**src/rtl/bpsk_frame_sync.sv**
```systemverilog
// Purpose : find a fixed sync word in the BPSK hard-decision stream, then pack the payload bits into bytes, MSB first.
// Latency : each strobe is registered and appears 1 clock after the edge that accepts the bit that causes it.
// Backpr. : none; the block accepts a bit on every cycle where bit_valid=1, and resync aborts at any time.
//
// Ports:
//   clock       system clock, rising edge
//   reset_n     asynchronous active-low reset
//   bit_in      demodulated symbol decision
//   bit_valid   bit_in holds a new symbol this cycle
//   resync      synchronous abort back to SEARCH; it overrides bit_valid
//   byte_out    last assembled payload byte, held between strobes
//   byte_valid  one-cycle strobe: byte_out has a new value
//   frame_start one-cycle strobe: the sync word was just detected
//   frame_end   one-cycle strobe that coincides with the last byte_valid of a frame
//   locked      high while payload bits are being assembled
//   inverted    the current frame locked on the complemented sync word
//
// Optional feature: define SYNC_INVERT_EN to also lock on ~SYNC_WORD.
// This resolves the 180-degree phase ambiguity.
module bpsk_frame_sync #(
    parameter int                    SYNC_WIDTH    = 32,
    parameter logic [SYNC_WIDTH-1:0] SYNC_WORD     = 32'h1ACFFC1D,
    parameter int                    PAYLOAD_BYTES = 4
) (
    input  logic       clock,
    input  logic       reset_n,
    input  logic       bit_in,
    input  logic       bit_valid,
    input  logic       resync,
    output logic [7:0] byte_out,
    output logic       byte_valid,
    output logic       frame_start,
    output logic       frame_end,
    output logic       locked,
    output logic       inverted
);

    localparam int                FW        = $clog2(SYNC_WIDTH + 1);
    localparam logic [FW-1:0]     FILL_FULL = SYNC_WIDTH[FW-1:0];
    localparam logic [7:0]        LAST_BYTE = PAYLOAD_BYTES[7:0];

    typedef enum logic {SEARCH, PAYLOAD} state_t;

    state_t                  state_q;
    logic [SYNC_WIDTH-1:0]   sh_q;
    logic [FW-1:0]           fill_q;
    logic [2:0]              bit_cnt_q;
    logic [7:0]              byte_cnt_q;
    logic [6:0]              asm_q;

    logic [SYNC_WIDTH-1:0]   sh_next;
    logic [FW-1:0]           fill_next;
    logic                    full_next;
    logic                    match;
    logic                    pbit;
    logic [7:0]              asm_next;
    logic [7:0]              byte_cnt_next;

`ifdef SYNC_INVERT_EN
    logic inv_q;
    logic match_inv;
    assign match_inv = full_next && (sh_next == ~SYNC_WORD);
    assign inverted  = inv_q;
    assign pbit      = bit_in ^ inv_q;
`else
    assign inverted  = 1'b0;
    assign pbit      = bit_in;
`endif

    // The compare looks at the window that includes the bit accepted this cycle.
    // This lets the lock happen at the same edge as the last sync bit.
    always_comb begin
        sh_next       = {sh_q[SYNC_WIDTH-2:0], bit_in};
        fill_next     = (fill_q == FILL_FULL) ? FILL_FULL : fill_q + 1'b1;
        full_next     = (fill_next == FILL_FULL);
        match         = full_next && (sh_next == SYNC_WORD);
        asm_next      = {asm_q, pbit};
        byte_cnt_next = byte_cnt_q + 8'd1;
    end

    always_ff @(posedge clock or negedge reset_n) begin
        if (!reset_n) begin
            state_q     <= SEARCH;
            sh_q        <= '0;
            fill_q      <= '0;
            bit_cnt_q   <= '0;
            byte_cnt_q  <= '0;
            asm_q       <= '0;
            byte_out    <= '0;
            byte_valid  <= 1'b0;
            frame_start <= 1'b0;
            frame_end   <= 1'b0;
            locked      <= 1'b0;
`ifdef SYNC_INVERT_EN
            inv_q       <= 1'b0;
`endif
        end else begin
            byte_valid  <= 1'b0;
            frame_start <= 1'b0;
            frame_end   <= 1'b0;
            if (resync) begin
                // A partial byte or frame is dropped without any strobe.
                state_q    <= SEARCH;
                sh_q       <= '0;
                fill_q     <= '0;
                bit_cnt_q  <= '0;
                byte_cnt_q <= '0;
                locked     <= 1'b0;
`ifdef SYNC_INVERT_EN
                inv_q      <= 1'b0;
`endif
            end else if (bit_valid) begin
                case (state_q)
                    SEARCH: begin
                        sh_q   <= sh_next;
                        fill_q <= fill_next;
                        if (match) begin
                            state_q     <= PAYLOAD;
                            locked      <= 1'b1;
                            frame_start <= 1'b1;
                            bit_cnt_q   <= '0;
                            byte_cnt_q  <= '0;
`ifdef SYNC_INVERT_EN
                            inv_q       <= 1'b0;
`endif
                        end
`ifdef SYNC_INVERT_EN
                        // Checked second, so the true sync word wins if both compares match.
                        else if (match_inv) begin
                            state_q     <= PAYLOAD;
                            locked      <= 1'b1;
                            frame_start <= 1'b1;
                            bit_cnt_q   <= '0;
                            byte_cnt_q  <= '0;
                            inv_q       <= 1'b1;
                        end
`endif
                    end
                    PAYLOAD: begin
                        asm_q     <= asm_next[6:0];
                        bit_cnt_q <= bit_cnt_q + 3'd1;
                        if (bit_cnt_q == 3'd7) begin
                            byte_out   <= asm_next;
                            byte_valid <= 1'b1;
                            byte_cnt_q <= byte_cnt_next;
                            if (byte_cnt_next == LAST_BYTE) begin
                                // The next frame needs a complete new sync word,
                                // so the search window starts empty.
                                frame_end  <= 1'b1;
                                state_q    <= SEARCH;
                                locked     <= 1'b0;
                                sh_q       <= '0;
                                fill_q     <= '0;
                                byte_cnt_q <= '0;
`ifdef SYNC_INVERT_EN
                                inv_q      <= 1'b0;
`endif
                            end
                        end
                    end
                endcase
            end
        end
    end

endmodule
```
**config.mk**
```make
export PLATFORM = sky130hd
export DESIGN_NAME = bpsk_frame_sync
export DESIGN_NICKNAME = d
export VERILOG_FILES = /design/src/rtl/bpsk_frame_sync.sv
export SDC_FILE = /design/constraint.sdc
export NUM_CORES = 1
export LEC_CHECK = 0
export ABC_AREA = 1
export BUFFER_PORTS_ARGS = -buffer_cell sky130_fd_sc_hd__buf_2
export CORE_ASPECT_RATIO = 0.7
export CORE_MARGIN = 2
export CORE_UTILIZATION = 40
export CTS_CLUSTER_DIAMETER = 30
export DETAILED_ROUTE_END_ITERATION = 10
export GPL_TIMING_DRIVEN = 0
export MAX_ROUTING_LAYER = met4
export SLEW_MARGIN = 20
export SYNTH_ARGS = -nofsm -noshare
export SYNTH_HDL_FRONTEND = slang
export SYNTH_SLANG_ARGS = --single-unit
```
**constraint.sdc**
```tcl
create_clock -name clock -period 5.6 [get_ports clock]
set_clock_uncertainty 0.15 [all_clocks]
set_input_delay 0.56 -clock clock [delete_from_list [all_inputs] [get_ports clock]]
set_output_delay 0.56 -clock clock [all_outputs]
set_load 0.01 [all_outputs]
```
==> flow_metrics.env, run 1 <==
export IMPL_status="completed"
export IMPL_setup_tns_ns=0
export IMPL_layout_cells_most_common="nand2_1"
export IMPL_critPathRequiredTime_ns=5.67
export IMPL_htreeDepth=3
export IMPL_diodes=0
export IMPL_setup_viol=0
export IMPL_netlist_area_um2=3390
export IMPL_final_cell_mix="113 x nand2_1, 68 x dfrtp_1, 33 x o21ai_2"
export IMPL_globalRouteTotalUtil_pct=17.4
export IMPL_avgRoutedWirePerCell_um=12.8
export IMPL_startpoint_type="register"
export IMPL_postSynthCellCount=388
export IMPL_peakVddDrop_mv=0.213
export IMPL_ys_types=28
export IMPL_ys_seq_area_share_pct=50.2
export IMPL_layout_drive_gt1_share_pct=26.4
export IMPL_initial_core_util_pct=40.7
export IMPL_synth_fp_nets=398
export IMPL_critical_path_class="register to register"
export IMPL_fin_util_pct=47.2
export IMPL_port_buffers=16
export IMPL_drv_cap=0
export IMPL_syn_to_final_growth_pct=16.1
export IMPL_place_hpwl_um=4850
export IMPL_yosys_warnings=0
export IMPL_synth_avg_cell_area_um2=8.74
export IMPL_drc=0
export IMPL_hold_viol_final=0
export IMPL_cts_tree="done"
export IMPL_finalWirelength_um=6720
export IMPL_dr_pass1_iters=4
export IMPL_pre_cts_slack_ns=3.25
export IMPL_first_global_vias=2495
export IMPL_timing_rr_end="byte_cnt_q[3]$_DFFE_PN0P_"
export IMPL_fill_cells=819
export IMPL_rrSetupSlack_ns=3.38
export IMPL_cts_hold_buffers=0
export IMPL_arrival_ns=2.29
export IMPL_die_width_um=114
export IMPL_hold_ws_ns=0.0201
export IMPL_rows=28
export IMPL_synth_top_cell_area_share_pct=50.2
export IMPL_p_per_area_nw_per_um2=297
export IMPL_die_area_um2=9240
export IMPL_overflow=0
export IMPL_end_kind="register"
export IMPL_path_max_fanout=10
export IMPL_core_area_um2=8340
export IMPL_ctsResizeCount=0
export IMPL_num_nets_final=426
export IMPL_yosysTopAreaCell="dfrtp_1"
export IMPL_synth_seq_cells=68
export IMPL_via_count=2540
export IMPL_grt_pass1_wl_um=12000
export IMPL_clockRootBuffer="clkbuf_16"
export IMPL_clock_latency_ns=0.33
export IMPL_rsz0062_at_grt="no"
export IMPL_clkSlewWorstSetupHoldPaths_ns=0.06
export IMPL_vias_per_cell=4.83
export IMPL_hp_class="input port to asynchronous set/reset pin"
export IMPL_drt_initial_drc_count=140
export IMPL_period_share_pct=39.7
export IMPL_cts_made_buffers=9
export IMPL_fp_dieH_um=81.0
export IMPL_r2r_start="fill_q[0]$_DFFE_PN0P_"
export IMPL_finalCriticalPeriod_ns=2.22
export IMPL_io_pins=18
export IMPL_cts_buffer_depth=2
export IMPL_power_leakage_nw=1.81
export IMPL_cts_sinks=68
export IMPL_antenna_found_initial=0
export IMPL_drv_slew=0
export IMPL_grt_max_degree=37
export IMPL_setup_ws_ns=3.38
export IMPL_fmax_mhz=450
export IMPL_antenna_left=0
export IMPL_place_gp_congestion=0.764
export IMPL_cts_setup_buffers=0
export IMPL_rr_worst_depth=13
export IMPL_synth_area_top_cells="dfrtp_1 50%, nand2_1 13%, o21ai_2 8.5%, nand2_2 4.4%, nand3_1 3.0%"
-- cell families (layout without fill, tap and decap cells) --
kind of cell,after synthesis,in the layout,synth area share [%]
buffers and inverters,46,79,6.83
AND/OR/NAND/NOR,200,200,26.9
flip-flops,68,68,50.2
adder cells (fa/ha/maj),5,5,1.85
AO/OA/AOI/OAI,65,65,13.3
other,1,1,0.111
XOR/XNOR,3,3,0.775
-- area by class of cell --
type	instances	area, um2	area share (%)
Multi-Input combinational cell	274	1460	37.0
Buffer	16	119	3.02
Timing Repair Buffer	17	103	2.61
Sequential cell	68	1700	43.2
Inverter	30	113	2.86
Clock buffer	10	239	6.07
Tap cell	105	131	3.34
Clock inverter	6	72.6	1.84
-- flip-flops by register name, indices dropped and copies added, names as in the netlist --
register / count
byte_cnt_q: 8
bit_cnt_q: 3
fill_q: 6
locked: 1
frame_end: 1
frame_start: 1
byte_valid: 1
state_q: 1
byte_out: 8
sh_q: 31
asm_q: 7
-- stage by stage --
stage | cells | instance area (um2) | power, mW
after floorplan | 388 | 3390 | 0.566
after global placement | 509 | 3600 | 0.594
final | 526 | 3940 | 1.17
after detailed placement | 510 | 3620 | 0.597
after global routing | 526 | 3940 | 1.22
after CTS | 526 | 3940 | 1.18
-- power by group --
group	internal [mW]	leakage [nW]	switching, mW
registers	0.502	0.932	0.00871
clock network	0.360	0.149	0.221
logic	0.0244	0.724	0.0509
-- worst max path at each step --
stage	slack [ns]	start	endpoint
floorplan	3.66	fill_q[0]$_DFFE_PN0P_	byte_cnt_q[2]$_DFFE_PN0P_
global placement	3.34	resync	sh_q[6]$_DFFE_PN0P_
detailed placement	3.25	resync	sh_q[6]$_DFFE_PN0P_
CTS	3.36	fill_q[0]$_DFFE_PN0P_	byte_cnt_q[6]$_DFFE_PN0P_
global route	3.07	fill_q[0]$_DFFE_PN0P_	byte_cnt_q[2]$_DFFE_PN0P_
finish	3.38	fill_q[0]$_DFFE_PN0P_	byte_cnt_q[3]$_DFFE_PN0P_
-- synthesized netlist by cell type (all sizes together) --
| cell type | count |
|---|---|
| nand2 | 137 |
| dfrtp | 68 |
| o21ai | 64 |
| inv | 30 |
| nor2 | 26 |
| nand3 | 21 |
| buf | 10 |
| nand4 | 7 |
| clkbuf | 6 |
| ha | 5 |
| nor3 | 4 |
| nand3b | 3 |
| xor2 | 2 |
| conb | 1 |
| nor4 | 1 |
| o21a | 1 |
| or2 | 1 |
| xnor2 | 1 |
-- worst max-delay path, cell delays in order (launching register included) --
cell	delay [ns]
dfrtp_1	0.42
inv_1	0.10
ha_1	0.32
nor2_1	0.09
nand3_1	0.10
nor2_1	0.11
nand3_1	0.08
nor2_1	0.09
nand2_1	0.09
nand2_1	0.12
nand2_1	0.12
buf_2	0.20
nand2_1	0.07
o21ai_1	0.06
-- layer usage --
layer / global-route usage [%] / up-vias / part of all wire [%] / wire length, um
met5: - / - / 0 / 0
met3: 5.37 / 8 / 4.5 / 300
met2: 23.0 / 38 / 41 / 2760
met1: 24.8 / 1184 / 53 / 3540
li1: - / 1310 / - / -
met4: 6.34 / 0 / 1.7 / 117
(Power assumes the default switching activity.)
==> run 2, diff against run 1 <==
ABC_AREA = 0   (was 1)
clock period = 2.3 ns   (was 5.6 ns; I/O delays follow)
==> run 2 against run 1 <==
Compared with the run above: clock power up 76%; sequential share of layout area is 2.7 points higher; count of clock-buffer cells in the layout fell by 1; largest power group is now registers; combinational power grew 78%; final cell count decreased by 8.6%; highest routed layer unchanged.
==> flow_metrics.env, run 2 <==
export IMPL_io_pins=18
export IMPL_startpoint_type="register"
export IMPL_ys_types=39
export IMPL_synth_area_top_cells="dfrtp_1 54%, nand2_1 12%, o21ai_0 7.2%, mux2_2 2.9%, ha_1 2.0%"
export IMPL_rows=26
export IMPL_grt_pass1_wl_um=11400
export IMPL_rsz0062_at_grt="yes"
export IMPL_regMostFlops="sh_q"
export IMPL_synth_edf_count=0
export IMPL_final_cell_mix="103 x nand2_1, 66 x dfrtp_1, 27 x o21ai_0"
export IMPL_netlist_area_um2=3130
export IMPL_arrival_ns=2.40
export IMPL_p_per_area_nw_per_um2=639
export IMPL_diodes=0
export IMPL_place_gp_congestion=0.868
export IMPL_layout_cells_most_common="nand2_1"
export IMPL_clockRootBuffer="clkbuf_8"
export IMPL_critPathRequiredTime_ns=2.43
export IMPL_port_buffers=16
export IMPL_clock_latency_ns=0.35
export IMPL_setup_viol=0
export IMPL_period_share_pct=98.5
export IMPL_rr_worst_depth=5
export IMPL_cts_tree="done"
export IMPL_clkSlewWorstSetupHoldPaths_ns=0.09
export IMPL_dpl_cell_area_um2=3360
export IMPL_hp_class="input port to asynchronous set/reset pin"
export IMPL_initial_core_util_pct=42.1
export IMPL_cts_made_buffers=9
export IMPL_yosys_warnings=0
export IMPL_synth_seq_cells=68
export IMPL_cts_sinks=68
export IMPL_power_leakage_nw=1.74
export IMPL_antenna_left=0
export IMPL_peakVddDrop_mv=0.367
export IMPL_antenna_found_initial=0
export IMPL_tightest_slew_ns=0.569
export IMPL_fmax_mhz=441
export IMPL_grt_max_degree=37
export IMPL_globalRouteTotalUtil_pct=17.6
export IMPL_first_global_vias=2305
export IMPL_async_flop_share_pct=100
export IMPL_place_hpwl_um=4530
export IMPL_drc=0
export IMPL_yosysTopAreaCell="dfrtp_1"
export IMPL_largest_reg_flops=31
export IMPL_synth_avg_cell_area_um2=9.11
export IMPL_ys_seq_area_share_pct=54.3
export IMPL_synthTopCellsByCount="103 x nand2_1, 68 x dfrtp_1, 45 x o21ai_0, 16 x clkbuf_1, 11 x nand3_1"
export IMPL_reg_top3="sh_q (31), byte_cnt_q (8), byte_out (8)"
export IMPL_path_max_fanout=7
export IMPL_relSlewSlack_pct=62.0
export IMPL_cts_buffer_depth=2
export IMPL_synth_fp_nets=354
export IMPL_overflow=0
export IMPL_end_kind="register"
export IMPL_dr_pass1_iters=4
export IMPL_synth_top_cell_area_share_pct=54.3
export IMPL_htreeDepth=3
export IMPL_avgRoutedWirePerCell_um=13.9
export IMPL_via_count=2486
export IMPL_die_width_um=110
export IMPL_critical_path_class="register to register"
export IMPL_drt_initial_drc_count=120
export IMPL_postSynthCellCount=344
export IMPL_die_area_um2=8570
export IMPL_drv_slew=0
export IMPL_synth_most_common_cell="nand2_1"
export IMPL_drv_cap=0
export IMPL_final_area_um2=3710
export IMPL_fp_dieH_um=78.0
export IMPL_status="completed"
export IMPL_synth_ff_type="dfrtp_1"
export IMPL_num_nets_final=388
export IMPL_hold_ws_ns=0.208
export IMPL_finalWirelength_um=6710
export IMPL_layout_drive_gt1_share_pct=17.2
export IMPL_vias_per_cell=5.17
export IMPL_finalCriticalPeriod_ns=2.27
export IMPL_syn_to_final_growth_pct=18.4
export IMPL_core_area_um2=7450
export IMPL_hold_viol_final=0
==> run 2: cell types whose count changed in the layout (fill, tap and decap cells not counted), sizes merged, moves of 7 or more <==
cell / delta
nor2: -19
a21oi: +7
inv: -21
mux2: +8
nand2: -34
nand3: -10
o21ai: -19
==> run 2: timing repair <==
action	CTS	global route
pin swaps	5	4
hold endpoints to repair	33	0
buffers inserted	3	1
gates resized for setup	19	23
hold buffers	2	0
setup endpoints to repair	38	53
cloned	0	1
==> run 2: worst paths after layout <==
check                           slack (ns)                         to                       from
worst max-delay path                  0.03      fill_q[4]$_DFFE_PN0P_  byte_cnt_q[3]$_DFFE_PN0P_
worst min-delay path                  0.21       sh_q[22]$_DFFE_PN0P_                    reset_n
worst max register to register        0.03      fill_q[4]$_DFFE_PN0P_  byte_cnt_q[3]$_DFFE_PN0P_
worst min register to register        0.33    byte_out[7]$_DFFE_PN0P_       asm_q[6]$_DFFE_PN0P_
max in group asynchronous             1.24  byte_cnt_q[3]$_DFFE_PN0P_                    reset_n
min in group clock                    0.21   bit_cnt_q[2]$_DFFE_PN0P_                  bit_valid
==> run 2: stage by stage <==
step	cells	TNS (ns)	power (mW)	utilization [%]	worst slack, ns
finish	481	0	2.37	49.8	0.0345
global route	481	-0.253	2.48	49.8	-0.0398
CTS	480	0	2.40	49.3	0.00543
detailed placement	459	-9.32	1.35	45.1	-0.441
global placement	458	-7.63	1.35	44.8	-0.415
floorplan	344	0	1.29	-	0.00428
==> run 2: power by group <==
| group | switching [mW] | internal [mW] |
|---|---|---|
| combinational | 0.0880 | 0.0455 |
| sequential | 0.00853 | 1.20 |
| clock | 0.506 | 0.519 |
| total | 0.602 | 1.77 |
==> run 2: area by class of cell <==
| class | instances | area, um2 |
|---|---|---|
| fill | 715 | 3740 |
| sequential | 68 | 1700 |
| multi-input combinational | 249 | 1350 |
| timing repair buffer | 24 | 178 |
| clock buffer | 9 | 124 |
| tap | 98 | 123 |
| buffer | 18 | 113 |
| clock inverter | 7 | 85.1 |
| inverter | 8 | 30.0 |
==> run 2: worst max-delay path, stage by stage (launching register included) <==
cell and delay (ns):
dfrtp_2 0.42, or4_4 0.54, or3_4 0.36, a21o_4 0.26
or4_1 0.40, nand3_1 0.08
==> run 2: kinds of logic after synthesis <==
kind of cell / after synthesis / synth area share (%)
and+or+nand+nor: 160 / 23.3
AOI/OAI and AO/OA: 74 / 13.7
DFF: 68 / 54.3
buffers and inverters: 27 / 3.39
muxes: 8 / 2.88
adders and majority gates: 5 / 2.00
other: 1 / 0.120
xor gates and xnor gates: 1 / 0.280
==> run 2: layer usage <==
layer | up-vias | routed length, um | global-route usage (%)
met5 | - | 0 | -
met4 | 0 | 34 | 5.32
met3 | 2 | 245 | 5.23
met2 | 42 | 2870 | 23.6
met1 | 1181 | 3560 | 25.6
li1 | 1261 | - | -
==> run 3, diff against run 2 <==
clock period = 2.9 ns   (was 2.3 ns; I/O delays follow)
==> run 3 against run 2 <==
Compared with the run above: global-route usage is 0.49 points lower; utilization is 1.7 points lower; via count is 0.64% lower; clock power is 24% lower.
==> flow_metrics.env, run 3 (synthesis results as in run 2) <==
export IMPL_pre_cts_slack_ns=-0.0475
export IMPL_antenna_found_initial=0
export IMPL_drv_slew=0
export IMPL_power_leakage_nw=1.67
export IMPL_place_hpwl_um=4460
export IMPL_fill_cells=704
export IMPL_port_buffers=16
export IMPL_p_per_area_nw_per_um2=512
export IMPL_path_max_fanout=10
export IMPL_clock_latency_ns=0.35
export IMPL_grt_pass1_wl_um=11000
export IMPL_place_gp_congestion=0.873
export IMPL_relSlewSlack_pct=61.7
export IMPL_die_area_um2=8570
export IMPL_via_count=2470
export IMPL_overflow=0
export IMPL_cts_made_buffers=9
export IMPL_drt_initial_drc_count=201
export IMPL_finalWirelength_um=6470
export IMPL_die_width_um=110
export IMPL_period_share_pct=89.1
export IMPL_setup_viol=0
export IMPL_rsz0062_at_grt="no"
export IMPL_reg_top3="sh_q (31), byte_cnt_q (8), byte_out (8)"
export IMPL_layout_drive_gt1_share_pct=13.0
export IMPL_end_kind="register"
export IMPL_first_global_vias=2308
export IMPL_finalCriticalPeriod_ns=2.58
export IMPL_hold_viol_final=0
export IMPL_cts_setup_buffers=0
export IMPL_cts_buffer_depth=2
export IMPL_dr_pass1_iters=5
export IMPL_tightest_slew_ns=0.572
export IMPL_startpoint_type="register"
export IMPL_grt_max_degree=58
export IMPL_final_cell_mix="103 x nand2_1, 68 x dfrtp_1, 45 x o21ai_0"
export IMPL_peakVddDrop_mv=0.221
export IMPL_seqPwrFrac_pct=52.5
export IMPL_critical_path_class="register to register"
export IMPL_clkSlewWorstSetupHoldPaths_ns=0.08
export IMPL_hold_ws_ns=0.0597
export IMPL_clockRootBuffer="clkbuf_8"
export IMPL_p_total_mw=1.83
export IMPL_rows=26
export IMPL_cts_tree="done"
export IMPL_clkPwrFrac_pct=42.5
export IMPL_setup_ws_ns=0.316
export IMPL_hp_class="input port to register"
export IMPL_num_nets_final=383
export IMPL_arrival_ns=2.64
export IMPL_fmax_mhz=387
export IMPL_core_area_um2=7450
export IMPL_antenna_left=0
export IMPL_drv_cap=0
export IMPL_diodes=0
export IMPL_power_switching_mw=0.452
export IMPL_internal_power_mw=1.38
export IMPL_drc=0
export IMPL_combinationalPowerShare_pct=5.1
export IMPL_cts_sinks=68
export IMPL_avgRoutedWirePerCell_um=13.6
export IMPL_status="completed"
export IMPL_initial_core_util_pct=42.1
export IMPL_layout_cells_most_common="nand2_1"
export IMPL_switching_share_pct=24.6
export IMPL_largest_reg_flops=31
export IMPL_critPathRequiredTime_ns=2.96
export IMPL_fp_dieH_um=78.0
export IMPL_regMostFlops="sh_q"
export IMPL_vias_per_cell=5.19
export IMPL_io_pins=18
export IMPL_globalRouteTotalUtil_pct=17.1
export IMPL_htreeDepth=3
export IMPL_syn_to_final_growth_pct=14.3
## run 3: cell count changes in the layout (fill, tap and decap cells not counted), moves of 3 or more
| cell | delta |
|---|---|
| clkbuf_2 | -3 |
| buf_4 | -4 |
| clkbuf_1 | +8 |
| o21ai_0 | +18 |
| o21ai_1 | -18 |
## run 3: power by group through the flow
stage / clock (mW) / combinational, mW / sequential, mW
CTS: 0.804 / 0.0953 / 0.961
detailed placement: 0 / 0.0940 / 0.980
global placement: 0 / 0.0873 / 0.980
finish: 0.778 / 0.0934 / 0.961
floorplan: 0 / 0.0477 / 0.978
global route: 0.847 / 0.109 / 0.962
## run 3: final timing paths
kind,start,to,slack (ns),cells past startpoint
max,byte_cnt_q[3]$_DFFE_PN0P_,sh_q[9]$_DFFE_PN0P_,0.32,7
min,bit_in,byte_out[0]$_DFFE_PN0P_,0.06,3
max reg2reg,byte_cnt_q[3]$_DFFE_PN0P_,sh_q[9]$_DFFE_PN0P_,0.32,7
min reg2reg,asm_q[6]$_DFFE_PN0P_,byte_out[7]$_DFFE_PN0P_,0.32,2
max in group asynchronous,reset_n,frame_start$_DFF_PN0_,1.91,3
min in group asynchronous,reset_n,sh_q[2]$_DFFE_PN0P_,0.17,2
## run 3: layout make-up
cell class	count	area (um2)	area share, %
multi-input combinational	249	1330	37.1
timing repair buffer	18	120	3.35
buffer	19	77.6	2.17
inverter	8	30.0	0.839
clock buffer	9	124	3.46
sequential	68	1700	47.5
clock inverter	7	76.3	2.13
tap	98	123	3.42
## run 3: stage by stage
step | util, % | setup TNS (ns) | instance area (um2) | instances
floorplan | - | 0 | 3130 | 344
global placement | 44.8 | -0.00404 | 3340 | 458
detailed placement | 45.2 | -0.366 | 3370 | 459
CTS | 48.1 | 0 | 3580 | 476
global route | 48.1 | 0 | 3580 | 476
finish | 48.1 | 0 | 3580 | 476
## run 3: repair_timing
| item | CTS | global route |
|---|---|---|
| gates cloned | 0 | 0 |
| resized for setup | 1 | 2 |
| hold buffers | 1 | 0 |
| hold endpoints to repair | 68 | 0 |
| endpoints found under the setup margin | 10 | 10 |
| pin swaps | 0 | 0 |
## run 3: critical path: stages, from the launching register on
cell and delay (ns):
dfrtp_1 0.47, or4_1 0.57, or3_4 0.38, a21o_1 0.28, clkbuf_2 0.22, buf_2 0.22
nand2_1 0.09, o21ai_0 0.07
## run 3: per-layer routing
metal / wire length [um] / track usage [%] / vias to the layer above
met3: 238 / 5.23 / 8
met4: 74 / 5.70 / 0
met1: 3500 / 24.6 / 1181
met5: 0 / - / -
met2: 2660 / 23.0 / 34
li1: - / - / 1247
